### config.mk
export PLATFORM = sky130hd
export DESIGN_NAME = ssd_scan_driver
export DESIGN_NICKNAME = d
export VERILOG_FILES = /design/src/rtl/ssd_scan_driver.sv
export SDC_FILE = /design/constraint.sdc
export NUM_CORES = 1
export LEC_CHECK = 0
export CAP_MARGIN = 10
export CORE_ASPECT_RATIO = 0.9
export CORE_UTILIZATION = 62
export DETAILED_ROUTE_END_ITERATION = 10
export GPL_TIMING_DRIVEN = 0
export HOLD_SLACK_MARGIN = 0.08
export PLACE_DENSITY = 0.84
export SLEW_MARGIN = 40
export SYNTH_ARGS = -nofsm -noshare
export SYNTH_HDL_FRONTEND = slang
export SYNTH_SLANG_ARGS = --single-unit
### constraint.sdc
create_clock -name clk -period 6.09 [get_ports clk]
set_input_delay 1.827 -clock clk [delete_from_list [all_inputs] [get_ports clk]]
set_output_delay 1.827 -clock clk [all_outputs]
set_load 0.005 [all_outputs]
### src/rtl/ssd_scan_driver.sv
// rtl/ssd_scan_driver.sv - multi-channel binary-to-BCD seven-segment scan driver
// Optional build macro: SSD_LZ_BLANK_EN enables per-channel leading-zero blanking.
module ssd_scan_driver #(
    parameter int NUM_CH    = 2,
    parameter int CH_DIGITS = 4,
    parameter int BIN_W     = 16,
    parameter int SCAN_BITS = 18
) (
    input  logic                        clk,
    input  logic                        reset,
    input  logic [NUM_CH*BIN_W-1:0]     value,
    input  logic                        load,
    output logic                        busy,
    output logic [NUM_CH-1:0]           overflow,
    output logic [NUM_CH*CH_DIGITS-1:0] anode,
    output logic [6:0]                  ssdOut
);
    localparam int TOTAL   = NUM_CH * CH_DIGITS;
    localparam int BCD_MIN = (BIN_W * 30103) / 100000 + 1;
    localparam int BCD_N   = (BCD_MIN > CH_DIGITS) ? BCD_MIN : CH_DIGITS;
    localparam int BCD_TW  = 4 * BCD_N;
    localparam int DISP_W  = 4 * TOTAL;
    localparam int CH_W    = (NUM_CH > 1) ? $clog2(NUM_CH) : 1;
    localparam int DIG_W   = (CH_DIGITS > 1) ? $clog2(CH_DIGITS) : 1;
    localparam int K_W     = (TOTAL > 1) ? $clog2(TOTAL) : 1;
    localparam int BIT_W   = (BIN_W > 1) ? $clog2(BIN_W) : 1;

    localparam logic [6:0] SEG_DASH  = 7'b1111110;
    localparam logic [6:0] SEG_BLANK = 7'b1111111;

    function automatic logic [63:0] max_shown();
        logic [63:0] r;
        r = 64'd1;
        for (int i = 0; i < CH_DIGITS; i++) r = r * 64'd10;
        return r - 64'd1;
    endfunction

    localparam logic [63:0] LIMIT = max_shown();

    function automatic logic [6:0] seg7(input logic [3:0] d);
        case (d)
            4'd0:    return 7'b0000001;
            4'd1:    return 7'b1001111;
            4'd2:    return 7'b0010010;
            4'd3:    return 7'b0000110;
            4'd4:    return 7'b1001100;
            4'd5:    return 7'b0100100;
            4'd6:    return 7'b0100000;
            4'd7:    return 7'b0001111;
            4'd8:    return 7'b0000000;
            4'd9:    return 7'b0000100;
            default: return SEG_BLANK;
        endcase
    endfunction

    typedef enum logic {S_IDLE, S_CONV} state_t;

    state_t                  state_q, state_d;
    logic [NUM_CH*BIN_W-1:0] cap;
    logic [BIN_W-1:0]        bin_sr, cap_ch, cur_bin, next_bin;
    logic [BCD_TW-1:0]       bcd, cur_bcd, adj, next_bcd;
    logic [CH_W-1:0]         ch_cnt;
    logic [BIT_W-1:0]        bit_cnt;
    logic [DISP_W-1:0]       pend_bcd, merged_bcd, disp_bcd;
    logic [NUM_CH-1:0]       pend_ovf, merged_ovf;
    logic                    ch_done, last_ch;

    assign busy = (state_q == S_CONV);

    // One double-dabble step; the first step of each channel seeds from the captured value.
    always_comb begin
        state_d  = state_q;
        cap_ch   = cap[int'(ch_cnt)*BIN_W +: BIN_W];
        cur_bin  = (bit_cnt == '0) ? cap_ch : bin_sr;
        cur_bcd  = (bit_cnt == '0) ? '0 : bcd;
        adj      = cur_bcd;
        for (int i = 0; i < BCD_N; i++) begin
            if (adj[i*4 +: 4] >= 4'd5) adj[i*4 +: 4] = adj[i*4 +: 4] + 4'd3;
        end
        next_bcd = (adj << 1) | BCD_TW'(cur_bin[BIN_W-1]);
        next_bin = cur_bin << 1;
        ch_done  = (bit_cnt == BIT_W'(BIN_W - 1));
        last_ch  = (ch_cnt == CH_W'(NUM_CH - 1));
        merged_bcd = pend_bcd;
        merged_bcd[int'(ch_cnt)*CH_DIGITS*4 +: CH_DIGITS*4] = next_bcd[CH_DIGITS*4-1:0];
        merged_ovf = pend_ovf;
        merged_ovf[ch_cnt] = (64'(cap_ch) > LIMIT);
        case (state_q)
            S_IDLE:  if (load) state_d = S_CONV;
            S_CONV:  if (ch_done && last_ch) state_d = S_IDLE;
            default: state_d = S_IDLE;
        endcase
    end

    always_ff @(posedge clk) begin
        if (reset) state_q <= S_IDLE;
        else       state_q <= state_d;
    end

    // Results collect in pend_* and reach the display only when the last channel finishes.
    always_ff @(posedge clk) begin
        if (reset) begin
            cap      <= '0;
            bin_sr   <= '0;
            bcd      <= '0;
            ch_cnt   <= '0;
            bit_cnt  <= '0;
            pend_bcd <= '0;
            pend_ovf <= '0;
            disp_bcd <= '0;
            overflow <= '0;
        end else if (state_q == S_IDLE) begin
            if (load) begin
                cap     <= value;
                ch_cnt  <= '0;
                bit_cnt <= '0;
            end
        end else begin
            bin_sr <= next_bin;
            bcd    <= next_bcd;
            if (ch_done) begin
                bit_cnt  <= '0;
                ch_cnt   <= last_ch ? '0 : ch_cnt + 1'b1;
                pend_bcd <= merged_bcd;
                pend_ovf <= merged_ovf;
                if (last_ch) begin
                    disp_bcd <= merged_bcd;
                    overflow <= merged_ovf;
                end
            end else begin
                bit_cnt <= bit_cnt + 1'b1;
            end
        end
    end

    logic [SCAN_BITS-1:0] scan_cnt;
    logic [K_W-1:0]       k;
    logic [CH_W-1:0]      sel_ch;
    logic [DIG_W-1:0]     sel_dig;
    logic [3:0]           cur_digit;
    logic [TOTAL-1:0]     anode_d;
    logic [6:0]           seg_d;
    logic                 blank;
`ifdef SSD_LZ_BLANK_EN
    logic                 lead_nz;
`endif

    // k is the flat digit index (channel*CH_DIGITS + digit), counting down from the top.
    always_comb begin
        cur_digit = disp_bcd[int'(k)*4 +: 4];
        anode_d   = ~(TOTAL'(1) << k);
        blank     = 1'b0;
`ifdef SSD_LZ_BLANK_EN
        lead_nz = 1'b0;
        for (int j = 0; j < CH_DIGITS; j++) begin
            if (j >= int'(sel_dig) && disp_bcd[(int'(sel_ch)*CH_DIGITS + j)*4 +: 4] != 4'd0)
                lead_nz = 1'b1;
        end
        blank = !lead_nz && (sel_dig != '0);
`endif
        if (overflow[sel_ch]) seg_d = SEG_DASH;
        else if (blank)       seg_d = SEG_BLANK;
        else                  seg_d = seg7(cur_digit);
    end

    always_ff @(posedge clk) begin
        if (reset) begin
            scan_cnt <= '0;
            k        <= K_W'(TOTAL - 1);
            sel_ch   <= CH_W'(NUM_CH - 1);
            sel_dig  <= DIG_W'(CH_DIGITS - 1);
            anode    <= '1;
            ssdOut   <= SEG_BLANK;
        end else begin
            scan_cnt <= scan_cnt + 1'b1;
            anode    <= anode_d;
            ssdOut   <= seg_d;
            if (scan_cnt == '1) begin
                k <= (k == '0) ? K_W'(TOTAL - 1) : k - 1'b1;
                if (sel_dig == '0) begin
                    sel_dig <= DIG_W'(CH_DIGITS - 1);
                    sel_ch  <= (sel_ch == '0) ? CH_W'(NUM_CH - 1) : sel_ch - 1'b1;
                end else begin
                    sel_dig <= sel_dig - 1'b1;
                end
            end
        end
    end
endmodule

==> results of run 1 <==
metrics by stage:
stage               std cells  instance area [µm²]
floorplan                 863                 7070
global placement         1065                 7760
detailed placement       1065                 7760
CTS                      1096                 8340
global route             1096                 8340
finish                   1096                 8340
state kept, by name (all words and copies together), names as in the netlist, 2 cells and up:
register,count
k,3
disp_bcd,32
anode,8
ssdOut,7
bin_sr,15
sel_dig,2
overflow,2
bit_cnt,4
scan_cnt,18
cap,32
pend_bcd,16
bcd,16
layer usage:
metal  track usage  vias to the layer above
li1              -                     3059
met1         0.374                     3018
met2         0.546                      230
met3        0.0752                       35
met4         0.114                        0
met5             0                        -
power by group:
part / switching, mW / internal [mW]
combinational: 0.0835 / 0.0569
clock: 0.414 / 0.621
sequential: 0.0136 / 1.06
worst paths after layout:
kind	end	depth (start not counted)	slack, ps
worst max-delay path	overflow[1]	1	2920
worst min-delay path	disp_bcd[15]$_SDFFE_PP0P_	2	460
worst max register to register	pend_bcd[5]$_SDFFE_PP0P_	12	2950
worst min register to register	disp_bcd[15]$_SDFFE_PP0P_	2	460
cell usage in the layout (no fill, tap or decap), drive strengths merged, types with 5 or more instances in the layout:
| cell | n |
|---|---|
| mux4 | 8 |
| clkinv | 5 |
| o21ai | 28 |
| xnor2 | 9 |
| clkbuf | 73 |
| dfxtp | 159 |
| nand3 | 20 |
| a211oi | 6 |
| nand2 | 198 |
| inv | 25 |
| a21oi | 118 |
| clkdlybuf4s50 | 50 |
| nor3 | 15 |
| o31ai | 6 |
| mux2i | 39 |
| ha | 19 |
| buf | 8 |
| nor2 | 67 |
| nor2b | 11 |
| xor2 | 5 |
| or3 | 5 |
| and3 | 6 |
| nand2b | 11 |
layout make-up:
class,instances,area share
inverters,24,0.0108
multi-input cells,620,0.426
repair buffers,50,0.0600
clock inverters,10,0.0135
flip-flops and latches,159,0.382
plain buffers,60,0.0294
well taps,152,0.0228
clock buffers,21,0.0552
logic make-up after synthesis:
| group | count (synthesis) |
|---|---|
| adder cells (fa/ha/maj) | 19 |
| AND/OR/NAND/NOR | 354 |
| multiplexers | 51 |
| flip-flops | 159 |
| AO/OA/AOI/OAI | 182 |
| buffers and inverters | 84 |
| XOR/XNOR | 14 |
tightest hold or removal path: stages (launching register included):
cell and delay [ps]:
dfxtp_1 310, nand2_1 60, a21oi_1 50
==> out/qor.csv, run 1 <==
metric,value,unit
place.gp.congestion,0.907,
drt_iter0_drc,404,
yosys.area_share.xor_xnor,0.0173,
fmaxAchievable,0.315,GHz
area_delta_synth_final,17.9,%
avgRoutedWirePerCell,15.9,µm
setup_viol,0,
dr.pass1.iters,5,
vias,6342,
synth_simple_gate_area_frac,0.218,
status,"finished, final reports clean",
die_h,103,µm
antenna_cells,0,
regArea,3180,µm²
worst_slack,2920,ps
row_count,36,
synth_top_cell_area_share,0.450,
grt_max_degree,17,
drt-total-wl,17.4,mm
post-route-period-util,0.521,
final_util,0.762,
min_period,3170,ps
m1WireLength,7.37,mm
cts_hold_buffers,0,
num-fill-cells,799,
post-place-ws,2630,ps
dieArea,11800,µm²
worstPathCellList,clkdlybuf4s50_1,
worstPathMaxFanout,3,
cts_tree,done,
numCtsBuffers,17,
cts_htree_levels,4,
path_buf_inv,1,
max_stage_delay,530,ps
total_power,2.25,mW
ys_types,55,
synth_area,7070,µm²
drive_above_1_share,0.0572,
clkLatencyLatePin,430,ps
post_cts_resize_count,0,
fin_tns_setup,0,ps
cp-end-kind,output port,
antenna_found_initial,0,
cp-startpoint,overflow[1]$_SDFFE_PP0P_,
synth_ff_type,dfxtp_1,
path_clk_slew,60,ps
grt-ovfl-total,0,
ys.warnings.count,0,
synth_top_family_by_area,simple AND/OR/NAND/NOR gates,
drv_cap,0,
met3WireLength,1.31,mm
grt_pass1_vias,5905,
cts_buffer_depth,2,
yosys.area.top_type,dfxtp_1,
synth_nets,917,
power.leakage,3.02,nW
slew_viol_final,0,
numPortBuffers,50,
skew,7.95,ps
arrival,1340,ps
nets,986,
relSlewSlack,0.469,
r2r_start,bit_cnt[0]$_SDFFE_PP0P_,
netlist_instances,863,
met2_wirelength,8.36,mm
async_flop_share,0,
tightest_slew,793,ps
hold_start,pend_bcd[15]$_SDFFE_PP0P_,
synth_compound_area_frac,0.144,
p_per_area,270,nW/µm²
synth.most_common_cell,nand2_1,
io_pins,53,
ys_top_cells_by_count,"197 x nand2_1, 159 x dfxtp_1, 118 x a21oi_1",
fp.dieW,115,µm
synth_edf_count,0,
critPathSlowestCell,clkdlybuf4s50_1,
postCtsSetupRepairBufs,0,
ant_nets,0,
core,10900,µm²
viasPerCell,5.79,
critPathKind,reg2out,
rsz0062_at_grt,false,
vdd_drop_max,233,µV
synthAdderAreaFrac,0.0336,
dp_hpwl,12.6,mm
avgSynthCellArea,8.19,µm²
finalHoldViolations,0,
cp-start-kind,flop,
yosys_register_bits,159,
cts-root-buf,clkbuf_16,
multi_input_area,3550,µm²
crit_family,buffers and inverters,
hold_class,reg2reg,
yosysSeqAreaShare,0.450,
grt_pass1_wl,28.0,mm
grt_usage,0.311,
hold_ws,456,ps
initial_core_util,0.646,
synth.area.mux_share,0.0899,
synth.top_cells.by_area,"dfxtp_1 45%, nand2_1 10%, a21oi_1 8.4%",
cts.sinks,159,
cp.required,4260,ps
drc,0,
dr.max_layer_used,met4,
Power figures use the tool's default switching activity.
==> run 2, diff against run 1 <==
--- a/config.mk
+++ b/config.mk
@@ -7,11 +7,11 @@
 export LEC_CHECK = 0
 export CAP_MARGIN = 10
 export CORE_ASPECT_RATIO = 0.9
-export CORE_UTILIZATION = 62
+export CORE_UTILIZATION = 52
 export DETAILED_ROUTE_END_ITERATION = 10
 export GPL_TIMING_DRIVEN = 0
 export HOLD_SLACK_MARGIN = 0.08
-export PLACE_DENSITY = 0.84
+export PLACE_DENSITY = 0.75
 export SLEW_MARGIN = 40
 export SYNTH_ARGS = -nofsm -noshare
 export SYNTH_HDL_FRONTEND = slang
==> constraint.sdc (replaced) <==
create_clock -name clk -period 2.9 [get_ports clk]
set_input_delay 0.87 -clock clk [delete_from_list [all_inputs] [get_ports clk]]
set_output_delay 0.87 -clock clk [all_outputs]
set_load 0.005 [all_outputs]
==> run 2 against run 1 <==
Compared with the run above: the run now ends with design-rule violations left; sequential power grew 110%; setup slack worse by 2700 ps; utilization fell by 13 points; first-iteration DRC count rose by 14%; die area grew 19%; worst hold slack got worse by 1.8 ps; via count shrank 4.0%; largest power group unchanged; register-to-register slack lost 2700 ps; global-route usage shrank 5.6 points; critical path depth grew 10; combinational power grew 110%; sequential share of layout area fell by 0.24 points.
==> out/qor.csv, run 2 (synthesized netlist as in run 1, its figures left out) <==
metric,value,unit
path_buf_inv,2,
cts_tree,done,
dieArea,14100,µm²
p_sw_frac,0.246,
die_h,113,µm
critPathKind,reg2reg,
fp.dieW,125,µm
ant_nets,0,
p_per_area,565,nW/µm²
dp_hpwl,11.9,mm
cts_htree_levels,4,
grt_pass1_wl,28.1,mm
drt-total-wl,17.0,mm
numPortBuffers,50,
tightest_slew,828,ps
vias,6091,
grt-ovfl-total,0,
viasPerCell,5.48,
status,finished with violations,
cp-start-kind,flop,
dr.pass1.iters,8,
worstPathMaxFanout,10,
cts_hold_buffers,0,
finalHoldViolations,0,
top_regs,"cap: 32 flops, disp_bcd: 32 flops, scan_cnt: 18 flops",
antenna_found_initial,0,
cts.sinks,159,
crit_family,simple AND/OR/NAND/NOR gates,
clkLatencyLatePin,430,ps
cts-root-buf,clkbuf_16,
fmaxAchievable,0.374,GHz
grt_pass1_vias,5714,
area_delta_synth_final,18.6,%
p_int,3.57,mW
setup_viol,0,
grt_usage,0.255,
rsz0062_at_grt,false,
power.leakage,3.03,nW
most-common-layout-cells,"197 x nand2_1, 159 x dfxtp_1, 115 x a21oi_1",
initial_core_util,0.531,
final_common_cell,nand2_1,
vdd_drop_max,474,µV
regArea,3180,µm²
postCtsSetupRepairBufs,0,
drt_iter0_drc,460,
antenna_cells,0,
post-route-period-util,0.922,
core,13300,µm²
path_clk_slew,70,ps
violations,design-rule violations,
relSlewSlack,0.448,
io_pins,53,
grt_max_degree,17,
drc,2,
p_comb_frac,0.063,
drive_above_1_share,0.0667,
worstPathCellList,inv_1 > ha_1 > or3b_2 > clkbuf_4 > nand2_1 > ha_2 > nor2b_1 > o21ai_0 > a21oi_4 > mux2i_1 > nor2_1,
critPathSlowestCell,or3b_2,
numCtsBuffers,17,
slew_viol_final,0,
p_seq_frac,0.476,
nets,985,
fin_tns_setup,0,ps
arrival,2980,ps
place.gp.congestion,0.851,
row_count,40,
num-fill-cells,1187,
p_switching,1.17,mW
final_util,0.630,
hold_class,reg2reg,
min_period,2670,ps
multi_input_area,3590,µm²
cp-end-kind,flop,
max_stage_delay,560,ps
cts_buffer_depth,2,
avgRoutedWirePerCell,15.2,µm
skew,9.59,ps
p_clk_frac,0.461,
drv_cap,0,
cp.required,3200,ps
-- run 2: final timing paths --
path,startpoint,endpoint,cells past startpoint,slack [ps]
max,bit_cnt[0]$_SDFFE_PP0P_,bcd[9]$_SDFFE_PP0P_,11,230
min,disp_bcd[31]$_SDFFE_PP0P_,disp_bcd[31]$_SDFFE_PP0P_,2,450
max reg2reg,bit_cnt[0]$_SDFFE_PP0P_,bcd[9]$_SDFFE_PP0P_,11,230
min reg2reg,disp_bcd[31]$_SDFFE_PP0P_,disp_bcd[31]$_SDFFE_PP0P_,2,450
-- run 2: layout make-up --
class / count / share of cell area
Clock buffer: 18 / 0.0523
Timing Repair Buffer: 50 / 0.0597
Clock inverter: 14 / 0.0158
Buffer: 59 / 0.0291
Inverter: 24 / 0.0107
Tap cell: 168 / 0.0251
Multi-Input combinational cell: 620 / 0.428
Sequential cell: 159 / 0.379
-- run 2: worst min-delay path: stages (launching register included) --
cell,delay (ps)
dfxtp_1,310
nand2_1,50
a21oi_1,50
-- run 2: through the flow --
| stage | total power, mW | hold WS, ps | cells | area, µm² | setup WS, ps |
|---|---|---|---|---|---|
| after global routing | 4.88 | 472 | 1112 | 8390 | 57.9 |
| after CTS | 4.75 | 456 | 1113 | 8360 | 0.828 |
| final | 4.74 | 454 | 1112 | 8390 | 227 |
| after detailed placement | 2.59 | 447 | 1081 | 7780 | -20.1 |
| after global placement | 2.59 | 441 | 1081 | 7780 | -19.5 |
| after floorplan | 2.47 | 426 | 863 | 7070 | 520 |
-- run 2: power groups by stage --
stage          logic [mW]  clock network, mW  registers [mW]
2_1_floorplan       0.169                  0            2.30
3_3_place_gp        0.288                  0            2.30
3_5_place_dp        0.290                  0            2.30
4_1_cts             0.293               2.20            2.26
5_1_grt             0.326               2.29            2.26
6_report            0.297               2.18            2.26
-- run 2: layer usage --
layer	up-vias	GRT usage	wire length [µm]
met5	-	0	0
met4	0	0.0984	305
met3	22	0.0472	667
met2	143	0.418	7990
met1	2862	0.335	7990
li1	3064	-	-
-- run 2: repair_timing --
| action | 4_1_cts | 5_1_grt |
|---|---|---|
| gates cloned | 0 | 0 |
| gates resized for setup | 2 | 9 |
| hold endpoints to repair | 0 | 0 |
| endpoints found under the setup margin | 4 | 40 |
==> run 3, diff against run 2 <==
--- a/config.mk
+++ b/config.mk
@@ -7,11 +7,11 @@
 export LEC_CHECK = 0
 export CAP_MARGIN = 10
 export CORE_ASPECT_RATIO = 0.9
-export CORE_UTILIZATION = 52
+export CORE_UTILIZATION = 34
 export DETAILED_ROUTE_END_ITERATION = 10
 export GPL_TIMING_DRIVEN = 0
 export HOLD_SLACK_MARGIN = 0.08
-export PLACE_DENSITY = 0.75
+export SETUP_SLACK_MARGIN = 0.4
 export SLEW_MARGIN = 40
 export SYNTH_ARGS = -nofsm -noshare
 export SYNTH_HDL_FRONTEND = slang
==> run 3 against run 2 <==
Compared with the run above: the run now ends clean; setup slack improved by 270 ps; first-iteration DRC count down 35%; critical path depth up 1.
==> out/qor.csv, run 3 (synthesized netlist as in run 1, its figures left out) <==
metric,value,unit
status,"finished, final reports clean",
antenna_found_initial,0,
avgRoutedWirePerCell,14.9,µm
critPathKind,reg2reg,
dp_hpwl,12.9,mm
slew_viol_final,0,
reg2reg_slack,500,ps
initial_core_util,0.351,
total_power,4.78,mW
rsz0062_at_grt,false,
relSlewSlack,0.442,
fmaxAchievable,0.417,GHz
top_regs,"cap: 32 flops, disp_bcd: 32 flops, scan_cnt: 18 flops",
cts_buffer_depth,2,
cts_tree,done,
tightest_slew,836,ps
grt_pass1_wl,29.4,mm
drt_iter0_drc,301,
worst_slack,501,ps
grt_max_degree,17,
fp.dieW,154,µm
fin_tns_setup,0,ps
drc,0,
hold_start,disp_bcd[19]$_SDFFE_PP0P_,
final_util,0.433,
cp-end-kind,flop,
ant_nets,0,
post-route-period-util,0.827,
skew,8.25,ps
die_h,139,µm
cts.sinks,159,
finalHoldViolations,0,
final_cells,1213,
io_pins,53,
cp-startpoint,bit_cnt[0]$_SDFFE_PP0P_,
cts-root-buf,clkbuf_16,
cp-start-kind,flop,
path_clk_slew,60,ps
nets,999,
power.leakage,3.11,nW
grt-ovfl-total,0,
r2r_start,bit_cnt[0]$_SDFFE_PP0P_,
dr.pass1.iters,5,
antenna_cells,0,
p_per_area,548,nW/µm²
dp.cells,1168,
row_count,49,
multi_input_area,3670,µm²
num-fill-cells,2004,
worstPathMaxFanout,10,
cp.required,3240,ps
drive_above_1_share,0.0939,
area_delta_synth_final,23.4,%
setup_viol,0,
cts_htree_levels,4,
post-place-ws,-144,ps
numPortBuffers,50,
grt_usage,0.175,
place.gp.congestion,0.797,
numCtsBuffers,17,
drv_cap,0,
regArea,3190,µm²
drt-total-wl,18.0,mm
final_common_cell,nand2_1,
viasPerCell,4.99,
clkLatencyLatePin,420,ps
most-common-layout-cells,"195 x nand2_1, 156 x dfxtp_1, 115 x a21oi_1",
hold_class,reg2reg,
core,20200,µm²
arrival,2740,ps
dieArea,21400,µm²
vias,6048,
grt_pass1_vias,5615,
vdd_drop_max,387,µV
min_period,2400,ps
run 3: worst max-delay path, stage by stage (launching register included):
cell	delay (ps)
dfxtp_2	320
inv_2	80
ha_4	130
or3b_4	380
buf_8	140
clkbuf_16	160
nand2_1	70
ha_2	220
nand2_1	60
a211o_1	330
a21oi_4	190
nand2_1	80
a21oi_1	150
run 3: metrics by stage:
stage / cell area (µm²) / hold WS (ps)
global route: 8720 / 467
floorplan: 7070 / 426
CTS: 8650 / 454
finish: 8720 / 453
global placement: 7890 / 441
detailed placement: 7890 / 445
run 3: layout make-up:
class	instances	area share
multi-input cells	620	0.421
flip-flops and latches	159	0.365
repair buffers	63	0.0700
clock buffers	19	0.0496
well taps	255	0.0366
plain buffers	60	0.0320
clock inverters	13	0.0156
inverters	24	0.0103
run 3: per-layer routing:
metal,GRT usage,vias to the layer above,share of wire
li1,-,3082,-
met4,0.0442,0,0.0074
met3,0.0397,12,0.043
met2,0.275,113,0.45
met1,0.240,2841,0.50
met5,0,-,0
run 3: what timing repair did:
| item | in CTS | in global routing |
|---|---|---|
| resized for setup | 28 | 13 |
| hold buffers | 0 | 0 |
| pin swaps | 7 | 5 |
| setup buffers | 7 | 6 |
| endpoints found under the setup margin | 50 | 40 |
run 3: final timing paths:
kind / to / depth (start not counted)
hold / removal: disp_bcd[19]$_SDFFE_PP0P_ / 2
setup / recovery: disp_bcd[29]$_SDFFE_PP0P_ / 12
hold reg to reg: disp_bcd[19]$_SDFFE_PP0P_ / 2
setup reg to reg: disp_bcd[29]$_SDFFE_PP0P_ / 12
run 3: report_power, final:
group,switching [mW],internal [mW]
Combinational,0.185,0.141
Clock,0.927,1.27
Sequential,0.0273,2.23
